[src/rtl/dac_intlv_pkg.sv]
// Shared types, widths and sample-to-DAC-code helpers for the interleaved DAC transmitter.
// Also imported by the bench-side bus decoder so both ends agree on widths.
package dac_intlv_pkg;

    localparam int DAC_W = 14;
    localparam int SMP_W = 16;

    localparam logic [DAC_W-1:0] DAC_IDLE_CODE = 14'h1FFF;

    localparam logic signed [SMP_W-1:0] SAT_HI = 16'sd8191;
    localparam logic signed [SMP_W-1:0] SAT_LO = -16'sd8192;

    typedef enum logic [2:0] {
        ST_RST,
        ST_LOAD_A,
        ST_HOLD_A,
        ST_LOAD_B,
        ST_HOLD_B
    } dac_state_e;

    function automatic logic signed [DAC_W-1:0] sat14(input logic signed [SMP_W-1:0] x);
        logic signed [DAC_W-1:0] v;
        if (x > SAT_HI) begin
            v = 14'sh1FFF;
        end else if (x < SAT_LO) begin
            v = 14'sh2000;
        end else begin
            v = x[DAC_W-1:0];
        end
        return v;
    endfunction

    // The DAC wants the magnitude bits inverted while the sign bit passes straight through.
    function automatic logic [DAC_W-1:0] dac_encode(input logic signed [DAC_W-1:0] v);
        return {v[DAC_W-1], ~v[DAC_W-2:0]};
    endfunction

endpackage

[src/rtl/dac_intlv_tx_if.sv]
// Sample stream in (valid/ready pairs) and the interleaved DAC pin bus out.
// master = sample source / DAC side, slave = the transmitter.
interface dac_intlv_tx_if;

    logic signed [dac_intlv_pkg::SMP_W-1:0] s_dat_a_i;
    logic signed [dac_intlv_pkg::SMP_W-1:0] s_dat_b_i;
    logic                                   s_valid_i;
    logic                                   s_ready_o;
    logic        [dac_intlv_pkg::DAC_W-1:0] dac_dat_o;
    logic                                   dac_wrt_o;
    logic                                   dac_sel_o;
    logic                                   dac_rst_o;

    modport master (
        output s_dat_a_i,
        output s_dat_b_i,
        output s_valid_i,
        input  s_ready_o,
        input  dac_dat_o,
        input  dac_wrt_o,
        input  dac_sel_o,
        input  dac_rst_o
    );

    modport slave (
        input  s_dat_a_i,
        input  s_dat_b_i,
        input  s_valid_i,
        output s_ready_o,
        output dac_dat_o,
        output dac_wrt_o,
        output dac_sel_o,
        output dac_rst_o
    );

endinterface

[src/rtl/dac_intlv_fifo2.sv]
// Two-entry FIFO with first-word-fall-through read data and synchronous clear.
// A push while full is taken only when a pop happens on the same edge.
module dac_intlv_fifo2 #(
    parameter int W = 32
) (
    input  logic         clk,
    input  logic         clr,
    input  logic         push,
    input  logic         pop,
    input  logic [W-1:0] wdata,
    output logic [W-1:0] rdata,
    output logic         full,
    output logic         empty
);

    logic [W-1:0] mem [2];
    logic         wr_ptr;
    logic         rd_ptr;
    logic [1:0]   count;
    logic         do_push;
    logic         do_pop;

    assign full    = (count == 2'd2);
    assign empty   = (count == 2'd0);
    assign do_pop  = pop & ~empty;
    assign do_push = push & (~full | do_pop);
    assign rdata   = mem[rd_ptr];

    always_ff @(posedge clk) begin
        if (clr) begin
            wr_ptr <= 1'b0;
            rd_ptr <= 1'b0;
            count  <= 2'd0;
        end else begin
            if (do_push) begin
                wr_ptr <= ~wr_ptr;
            end
            if (do_pop) begin
                rd_ptr <= ~rd_ptr;
            end
            case ({do_push, do_pop})
                2'b10:   count <= count + 2'd1;
                2'b01:   count <= count - 2'd1;
                default: count <= count;
            endcase
        end
    end

    always_ff @(posedge clk) begin
        if (do_push) begin
            mem[wr_ptr] <= wdata;
        end
    end

endmodule

[src/rtl/dac_intlv_tx.sv]
// Serialises A/B sample pairs onto a single 14-bit DAC bus, one pair per 4 clocks.
// Optional feature macro: DAC_TX_UNDERRUN_CNT_EN adds a saturating underrun counter output.
module dac_intlv_tx
    import dac_intlv_pkg::*;
#(
    parameter int unsigned RST_HOLD = 4
) (
    input  logic          dac_clk_i,
    input  logic          dac_rst_i,
    dac_intlv_tx_if.slave bus,
    output logic          underrun_o
`ifdef DAC_TX_UNDERRUN_CNT_EN
    ,
    output logic [15:0]   underrun_cnt_o
`endif
);

    localparam logic [3:0] HOLD_LAST = 4'(RST_HOLD - 1);

    dac_state_e state;
    dac_state_e nxt;
    logic [3:0] hold_cnt;
    logic       pop;
    logic       push;
    logic       fifo_full;
    logic       fifo_empty;

    logic [2*SMP_W-1:0]      fifo_rdata;
    logic signed [SMP_W-1:0] smp_a_p0;
    logic signed [SMP_W-1:0] smp_b_p0;
    logic [DAC_W-1:0]        code_a_p0;
    logic [DAC_W-1:0]        code_b_p0;

    logic [DAC_W-1:0] dat_p1;
    logic [DAC_W-1:0] code_b_p1;
    logic             wrt_p1;
    logic             sel_p1;
    logic             rst_p1;
    logic             und_p1;

    // Ready also opens on a pop edge so a full buffer can take a new pair while one leaves.
    assign bus.s_ready_o = ~dac_rst_i & (~fifo_full | pop);
    assign push          = bus.s_valid_i & bus.s_ready_o;

    dac_intlv_fifo2 #(
        .W(2 * SMP_W)
    ) u_fifo (
        .clk  (dac_clk_i),
        .clr  (dac_rst_i),
        .push (push),
        .pop  (pop),
        .wdata({bus.s_dat_a_i, bus.s_dat_b_i}),
        .rdata(fifo_rdata),
        .full (fifo_full),
        .empty(fifo_empty)
    );

    // Stage p0: head-of-buffer pair, clamped and encoded combinationally.
    assign smp_a_p0  = fifo_rdata[2*SMP_W-1:SMP_W];
    assign smp_b_p0  = fifo_rdata[SMP_W-1:0];
    assign code_a_p0 = dac_encode(sat14(smp_a_p0));
    assign code_b_p0 = dac_encode(sat14(smp_b_p0));

    always_ff @(posedge dac_clk_i) begin
        if (dac_rst_i) begin
            state    <= ST_RST;
            hold_cnt <= '0;
        end else begin
            state <= nxt;
            if (state == ST_RST && hold_cnt != HOLD_LAST) begin
                hold_cnt <= hold_cnt + 4'd1;
            end
        end
    end

    always_comb begin
        nxt = state;
        pop = 1'b0;
        unique case (state)
            ST_RST: begin
                if (hold_cnt == HOLD_LAST) begin
                    nxt = ST_LOAD_A;
                    pop = 1'b1;
                end
            end
            ST_LOAD_A: nxt = ST_HOLD_A;
            ST_HOLD_A: nxt = ST_LOAD_B;
            ST_LOAD_B: nxt = ST_HOLD_B;
            ST_HOLD_B: begin
                nxt = ST_LOAD_A;
                pop = 1'b1;
            end
            default: nxt = ST_RST;
        endcase
        if (dac_rst_i) begin
            nxt = ST_RST;
            pop = 1'b0;
        end
    end

    // Stage p1: registered pin outputs, driven from the state being entered.
    // B is captured with A at pop time so later pushes cannot disturb the pair in flight.
    always_ff @(posedge dac_clk_i) begin
        if (dac_rst_i) begin
            dat_p1    <= DAC_IDLE_CODE;
            code_b_p1 <= DAC_IDLE_CODE;
            wrt_p1    <= 1'b1;
            sel_p1    <= 1'b0;
            rst_p1    <= 1'b1;
            und_p1    <= 1'b0;
        end else begin
            wrt_p1 <= ~(nxt == ST_LOAD_A || nxt == ST_LOAD_B);
            sel_p1 <= (nxt == ST_LOAD_B || nxt == ST_HOLD_B);
            rst_p1 <= (nxt == ST_RST);
            und_p1 <= pop & fifo_empty;
            if (pop) begin
                dat_p1    <= fifo_empty ? DAC_IDLE_CODE : code_a_p0;
                code_b_p1 <= fifo_empty ? DAC_IDLE_CODE : code_b_p0;
            end else if (nxt == ST_LOAD_B) begin
                dat_p1 <= code_b_p1;
            end
        end
    end

    assign bus.dac_dat_o = dat_p1;
    assign bus.dac_wrt_o = wrt_p1;
    assign bus.dac_sel_o = sel_p1;
    assign bus.dac_rst_o = rst_p1;
    assign underrun_o    = und_p1;

`ifdef DAC_TX_UNDERRUN_CNT_EN
    logic [15:0] ucnt_p1;

    always_ff @(posedge dac_clk_i) begin
        if (dac_rst_i) begin
            ucnt_p1 <= '0;
        end else if (pop && fifo_empty && ucnt_p1 != 16'hFFFF) begin
            ucnt_p1 <= ucnt_p1 + 16'd1;
        end
    end

    assign underrun_cnt_o = ucnt_p1;
`endif

endmodule

[src/flat_wrapper.sv]
// flat-port wrapper written by rule: the top's interface ports become plain ports
module dac_intlv_tx_flat import dac_intlv_pkg::*;
#(
    parameter int unsigned RST_HOLD = 4
)
  (dac_clk_i, dac_rst_i, underrun_o, bus_s_dat_a_i, bus_s_dat_b_i, bus_s_valid_i, bus_s_ready_o, bus_dac_dat_o, bus_dac_wrt_o, bus_dac_sel_o, bus_dac_rst_o);
  dac_intlv_tx_if bus_i ();
  input  logic dac_clk_i;
  input  logic dac_rst_i;
  output logic underrun_o;
  input wire logic [$bits(bus_i.s_dat_a_i)-1:0] bus_s_dat_a_i;
  input wire logic [$bits(bus_i.s_dat_b_i)-1:0] bus_s_dat_b_i;
  input wire logic [$bits(bus_i.s_valid_i)-1:0] bus_s_valid_i;
  output wire logic [$bits(bus_i.s_ready_o)-1:0] bus_s_ready_o;
  output wire logic [$bits(bus_i.dac_dat_o)-1:0] bus_dac_dat_o;
  output wire logic [$bits(bus_i.dac_wrt_o)-1:0] bus_dac_wrt_o;
  output wire logic [$bits(bus_i.dac_sel_o)-1:0] bus_dac_sel_o;
  output wire logic [$bits(bus_i.dac_rst_o)-1:0] bus_dac_rst_o;
  assign bus_i.s_dat_a_i = bus_s_dat_a_i;
  assign bus_i.s_dat_b_i = bus_s_dat_b_i;
  assign bus_i.s_valid_i = bus_s_valid_i;
  assign bus_s_ready_o = bus_i.s_ready_o;
  assign bus_dac_dat_o = bus_i.dac_dat_o;
  assign bus_dac_wrt_o = bus_i.dac_wrt_o;
  assign bus_dac_sel_o = bus_i.dac_sel_o;
  assign bus_dac_rst_o = bus_i.dac_rst_o;
  dac_intlv_tx #(.RST_HOLD(RST_HOLD)) u_core (.dac_clk_i(dac_clk_i), .dac_rst_i(dac_rst_i), .bus(bus_i), .underrun_o(underrun_o));
endmodule
[config.mk]
export PLATFORM = sky130hd
export DESIGN_NAME = dac_intlv_tx_flat
export DESIGN_NICKNAME = d
export VERILOG_FILES = /design/src/rtl/dac_intlv_pkg.sv /design/src/rtl/dac_intlv_tx_if.sv /design/src/rtl/dac_intlv_fifo2.sv /design/src/rtl/dac_intlv_tx.sv /design/src/flat_wrapper.sv
export SDC_FILE = /design/constraint.sdc
export NUM_CORES = 1
export LEC_CHECK = 0
export BUFFER_PORTS_ARGS = -buffer_cell sky130_fd_sc_hd__buf_4
export CORE_MARGIN = 3
export CORE_UTILIZATION = 45
export CTS_CLUSTER_DIAMETER = 150
export CTS_CLUSTER_SIZE = 30
export DETAILED_ROUTE_END_ITERATION = 6
export GPL_ROUTABILITY_DRIVEN = 0
export HOLD_SLACK_MARGIN = 0.06
export PLACE_DENSITY = 0.67
export SLEW_MARGIN = 20
export SYNTH_ARGS = -nofsm -noshare
export SYNTH_HDL_FRONTEND = slang
export SYNTH_SLANG_ARGS = --single-unit
[constraint.sdc]
create_clock -name dac_clk_i -period 3.3 [get_ports dac_clk_i]
set_input_delay 0.66 -clock dac_clk_i [delete_from_list [all_inputs] [get_ports dac_clk_i]]
set_output_delay 0.66 -clock dac_clk_i [all_outputs]
set_load 0.1 [all_outputs]
After elaboration in Yosys (flattened, before gate mapping)
Memory sizes are Yosys's and may differ from the RTL's. A register that Yosys moved wholly into a read port is not among the register bits.
Cells that the tools add are included.
{"block": "op_classes", "order_cmp": 4, "n_reduce_logical": 8, "bitwise": 15, "n_mux": 19, "n_eq_ne": 12, "add_sub_neg": 3}
{"op": "14-bit 2-to-1 mux", "count": 8}
{"op": "16-bit by 14-bit > comparator with 1-bit output (second input constant)", "count": 2}
{"op": "16-bit by 14-bit less-than comparator with 1-bit output (second input constant)", "count": 2}
{"op": "13-bit NOT", "count": 2}
{"op": "3-bit case mux with 5 select lines", "count": 1}
{"op": "3-bit by 2-bit == test with 1-bit output (second input constant)", "count": 3}
{"op": "3-bit by 1-bit == test with 1-bit output (second input constant)", "count": 2}
{"op": "3-bit == test (second input constant)", "count": 2}
{"op": "3-bit logical NOT", "count": 2}
{"op": "1-bit 2-to-1 mux", "count": 6}
{"op": "3-bit 2-to-1 mux", "count": 2}
{"op": "1-bit NOT", "count": 6}
{"op": "1-bit bitwise AND", "count": 5}
{"op": "4-bit by 1-bit adder with 4-bit output (second input constant)", "count": 1}
{"op": "2-bit == test (second input constant)", "count": 2}
{"op": "4-bit by 2-bit == test with 1-bit output (second input constant)", "count": 1}
{"op": "4-bit by 2-bit != test with 1-bit output (second input constant)", "count": 1}
{"op": "2-bit case mux with 2 select lines", "count": 1}
{"op": "2-bit nonzero test", "count": 2}
{"op": "2-bit by 1-bit adder with 2-bit output (second input constant)", "count": 1}
{"op": "2-bit by 1-bit == test with 1-bit output (second input constant)", "count": 1}
{"op": "2-bit logical NOT", "count": 1}
{"op": "1-bit logical OR", "count": 2}
{"op": "1-bit OR", "count": 2}
{"op": "other kinds (3)", "count": 3}
{"block": "totals", "register_bits": 43, "input_bits": 35, "mem_count": 1, "ram_bits": 64}
{"memory": "u_core.u_fifo.mem", "words": 2, "word_bits": 32, "read_ports": 1, "rd_ports_with_merged_regs": 1, "wr": 1, "line": "dac_intlv_fifo2.sv:16", "text": "logic [W-1:0] mem [2];"}

Depth between registers and ports, before layout
{"block": "depth", "ltp_word": 10, "depth_mapped": 9}

By module
From an unflattened synthesis, not the netlist that was laid out.
{"block": "hier_totals", "hier_cells": 323, "area_unflattened_um2": 4350.4}
{"module": "dac_intlv_fifo2", "cells_per_inst": 127, "area_each_um2": 2561.2, "n_inst": 1}
{"module": "dac_intlv_tx", "cells_per_inst": 196, "area_each_um2": 1789.2, "n_inst": 1}

Worst setup path after synthesis
OpenSTA, ideal clock, no wires.
{"block": "synth_path", "kind": "register to register", "startpoint": "reg u_core.hold_cnt[0]", "endpoint": "mem u_core.u_fifo.mem[1][0], enable pin", "path_buffers": 0, "synth_period_minus_slack_ps": 3914, "stages_incl_launch_ff": 6, "arrival_ps": 3522, "path_slack_ps": -614, "setup_time_ps": 392, "path_cell_list": "dfxtp_1 ha_1 nor3b_2 o21ai_1 a31oi_1 and3_1"}
{"block": "synth_via", "elab_chain_cells": 10, "elab_cells_between_ends": 12, "cone_classes": "eq/ne: 1; mux: 5; bitwise: 6"}
{"item": "from (decl)", "line": "dac_intlv_tx.sv:22", "text": "logic [3:0] hold_cnt;"}
{"item": "from (signal assigned)", "line": "dac_intlv_tx.sv:71", "text": "hold_cnt <= hold_cnt + 4'd1;"}
{"item": "4-bit by 2-bit == test with 1-bit output", "line": "dac_intlv_tx.sv:81", "text": "if (hold_cnt == HOLD_LAST) begin"}
{"item": "1-bit 2-to-1 mux", "line": "dac_intlv_tx.sv:81"}
{"item": "1-bit case mux with 2 select lines", "line": "dac_intlv_tx.sv:79", "text": "unique case (state)"}
{"item": "1-bit 2-to-1 mux", "line": "dac_intlv_tx.sv:95", "text": "if (dac_rst_i) begin"}
{"item": "1-bit OR", "line": "dac_intlv_tx.sv:42", "text": "assign bus.s_ready_o = ~dac_rst_i & (~fifo_full | pop);"}
{"item": "1-bit bitwise AND", "line": "dac_intlv_tx.sv:42"}
{"item": "via bus_s_ready_o", "line": "flat_wrapper.sv:14", "text": "output wire logic [$bits(bus_i.s_ready_o)-1:0] bus_s_ready_o;"}
{"item": "1-bit bitwise AND", "line": "dac_intlv_tx.sv:43", "text": "assign push = bus.s_valid_i & bus.s_ready_o;"}
{"item": "1-bit bitwise AND", "line": "dac_intlv_fifo2.sv:26", "text": "assign do_push = push & (~full | do_pop);"}
{"item": "1-bit 2-to-1 mux", "line": "dac_intlv_fifo2.sv:50", "text": "if (do_push) begin"}
{"item": "1-bit 2-to-1 mux (not written as such)", "line": "dac_intlv_fifo2.sv:51", "text": "mem[wr_ptr] <= wdata;"}
{"item": "to (decl)", "line": "dac_intlv_fifo2.sv:16"}
The timed path passes the listed nets, and every way through them passes these cells.

Worst setup path after layout
{"block": "layout_path", "startpoint": "reg u_core.hold_cnt[0]", "endpoint": "out bus_s_ready_o"}
{"block": "layout_via", "elab_chain_cells": 6}
{"item": "4-bit by 2-bit == test with 1-bit output", "line": "dac_intlv_tx.sv:81"}
{"item": "1-bit 2-to-1 mux", "line": "dac_intlv_tx.sv:81"}
{"item": "1-bit case mux with 2 select lines", "line": "dac_intlv_tx.sv:79"}
{"item": "1-bit 2-to-1 mux", "line": "dac_intlv_tx.sv:95"}
{"item": "1-bit OR", "line": "dac_intlv_tx.sv:42"}
{"item": "1-bit bitwise AND", "line": "dac_intlv_tx.sv:42"}
{"item": "to (decl)", "line": "flat_wrapper.sv:14"}
No other way between the ends.

==> impl_metrics.tcl <==
set metrics [dict create \
    nFillCells 793 \
    grt_pass1_vias 2598 \
    synthAdderAreaFrac 0.005782 \
    multi_input_area_mm2 0.001418 \
    synthesis.area_mm2 0.004328 \
    critical_path_class "reg2out" \
    drc 0 \
    synth.yosys.seq_area_share 0.6476 \
    synthXorXnorAreaFrac 0.01417 \
    synth_fp_nets 357 \
    required_ns 2.64 \
    final_nets 405 \
    utilization 0.5395 \
    core_mm2 0.009284 \
    synth-seq-cells 108 \
    met2_usage 0.2577 \
    avgSynthCellArea_um2 13.52 \
    port_buffers 53 \
    fmax_mhz 377.5 \
    diodes 0 \
    ys_warn_count 0 \
    startpoint_type "flop" \
    synth_mux_area_frac 0.08095 \
    synth_top_family_by_area "compound AO/OA/AOI/OAI gates" \
    die_y_um 104.1 \
    p_leak_uw 0.001771 \
    wirelength_um 7923 \
    yosysTopAreaCellShare 0.4441 \
    grtUsageMet1 0.1893 \
    synth-edff-count 64 \
    clk_pin_slew_ns 0.10 \
    start_util 0.4662 \
    cts_buffers 9 \
    synth_top_area_cell "edfxtp_1" \
    dp_worst_setup_slack_ns 0.8588 \
    gr-max-usage-layer "met2" \
    irDropWorstVdd_v 0.0004956 \
    crit_path_max_fanout 4 \
    p_per_area_mw_per_mm2 637.9 \
    path_buf_inv 1 \
    syn2layout_area_growth_pct 15.73 \
    slowest_delay_ns 0.39 \
    cap_viol_max_count 0 \
    cts_max_path_buffers 2 \
    slew_headroom 0.3825 \
    cts_setup_buffers 0 \
    met3_usage 0.04593 \
    layout-drive-gt1-share 0.2869 \
    slew_violations 0 \
    yosys.cell_types.count 48 \
    hold_viol 0 \
    rsz0062_at_grt "false" \
    cts_root_buf "clkbuf_8" \
    status "finished, final reports clean" \
    drt_iter0_markers 124 \
    drtPass1Iterations 6 \
    fin_crit_ns 2.649 \
    yosys.area_share.simple 0.1093 \
    synth_compound_gate_area_share 0.1125 \
    setup_viol 0 \
    end_kind "output pin" \
    synth-main-ff-cell "edfxtp_1" \
    cts_max_level 3 \
    grt_pass1_wl_um 13020 \
    num_rows 35 \
    num_io_pins 54 \
    die_w_um 104.1 \
    wl_per_cell_um 15.78 \
    skew_ns 0.01214 \
    cp_top_family "compound AO/OA/AOI/OAI gates" \
    hold_class "reg2reg" \
    cts.sink_count 108 \
    finalSetupTns_ns 0 \
    clk-insertion-delay-late_ns 0.36 \
    overflow 0 \
    worst_slack_ns 0.6508 \
    fin_crit_sh 0.8028 \
    antenna_found_initial 0 \
    grt_usage 0.1518 \
    final-seq-area_mm2 0.002803 \
    synth.top_cells.by_count "edfxtp_1 (64), dfxtp_1 (44), nand2_1 (22)" \
    syn-instance-count 320 \
    vias_per_cell 5.203 \
    cts_tree "yes" \
    arrival_ns 1.99 \
    holdBufCountCts 0 \
    slowest_stage "dfxtp_1" \
    cts_resized 0 \
    grt_max_degree 33 \
    vias 2612 \
    dieArea_mm2 0.01083 \
    synth_most_common_cell "edfxtp_1" \
    final_antenna_net_count 0 \
    worst_slew_pin_slew_ns 0.9222 \
    synthArstFlopShare 0 \
    dp_hpwl_um 5345 \
    path_cells "ha_1 > nor3b_2 > o21ai_1 > a31oi_4 > buf_4" \
    synth_area_leaders "edfxtp_1 (44%), dfxtp_1 (20%), mux2i_1 (3.9%)" \
]
==> flip-flops by register name, indices dropped and copies added, names as in the netlist, named ones only <==
register              count
u_core.u_fifo.wr_ptr      1
u_core.bus.dac_sel_o      1
u_core.bus.dac_wrt_o      1
u_core.bus.dac_rst_o      1
u_core.bus.dac_dat_o     14
u_core.u_fifo.rd_ptr      1
u_core.u_fifo.mem        64
u_core.u_fifo.count       2
u_core.code_b_p1         14
u_core.state              3
u_core.hold_cnt           4
u_core.underrun_o         1
==> placed cells by master (no fill, tap or decap), drive strengths merged, types with 5 or more instances in the layout <==
cell type and instances:
buf 58, o211ai 14, a2bb2oi 6, nor2 19
edfxtp 64, inv 6, nand4 6, dfxtp 44
o22ai 6, a211o 14, nor3 6, nand3 21
nand2 22, clkbuf 10, xnor2 5, mux2i 17
mux2 16
==> layer usage <==
layer / wire (um) / share of wire / vias up
met4: 49 / 0.0062 / 0
met2: 4024 / 0.51 / 47
met3: 330 / 0.042 / 5
met5: 0 / 0 / -
met1: 3519 / 0.44 / 1265
li1: - / - / 1295
==> report_power, final <==
group | internal (uW) | switching (uW) | leakage (uW) | total [uW]
Clock | 283 | 438 | 0.0000912 | 722
Sequential | 1560 | 83.1 | 0.000946 | 1640
Combinational | 265 | 569 | 0.000734 | 834
Total | 2100 | 1090 | 0.00177 | 3200
==> area by class of cell <==
cell class	instances	area share
clock buffer	10	0.02548
clock inverter	6	0.009743
inverter	4	0.002998
multi-input combinational	187	0.2830
sequential	108	0.5596
tap	129	0.03223
timing repair buffer	58	0.08693
==> logic make-up after synthesis <==
kind of cell / after synthesis
and+or+nand+nor: 90
DFF: 108
AOI/OAI and AO/OA: 55
buffers and inverters: 25
muxes: 33
adders and majority gates: 2
xor gates and xnor gates: 7
==> worst min-delay path: cells and delay by family (launching register included) <==
family,cells,cell delay [ns]
flip-flops,1,0.33
AND/OR/NAND/NOR,2,0.10
==> final timing paths <==
kind	slack, ns	from	cells past startpoint	end
max	0.65	u_core.hold_cnt[0]	5	bus_s_ready_o
min	0.47	u_core.code_b_p1[12]	2	u_core.code_b_p1[12]
max reg2reg	0.84	u_core.hold_cnt[0]	7	u_core.u_fifo.count[1]
min reg2reg	0.47	u_core.code_b_p1[12]	2	u_core.code_b_p1[12]
==> metrics by stage <==
step / hold WS (ns) / cell area [um^2] / power (uW) / std cells
after CTS: 0.4522 / 5009 / 3227 / 502
after detailed placement: 0.4511 / 4832 / 2508 / 486
after global placement: 0.4442 / 4832 / 2497 / 486
after floorplan: 0.4264 / 4343 / 2321 / 320
after global routing: 0.4381 / 5009 / 3356 / 502
final: 0.4698 / 5009 / 3195 / 502
Note: power is estimated with default switching activity, not from simulation.
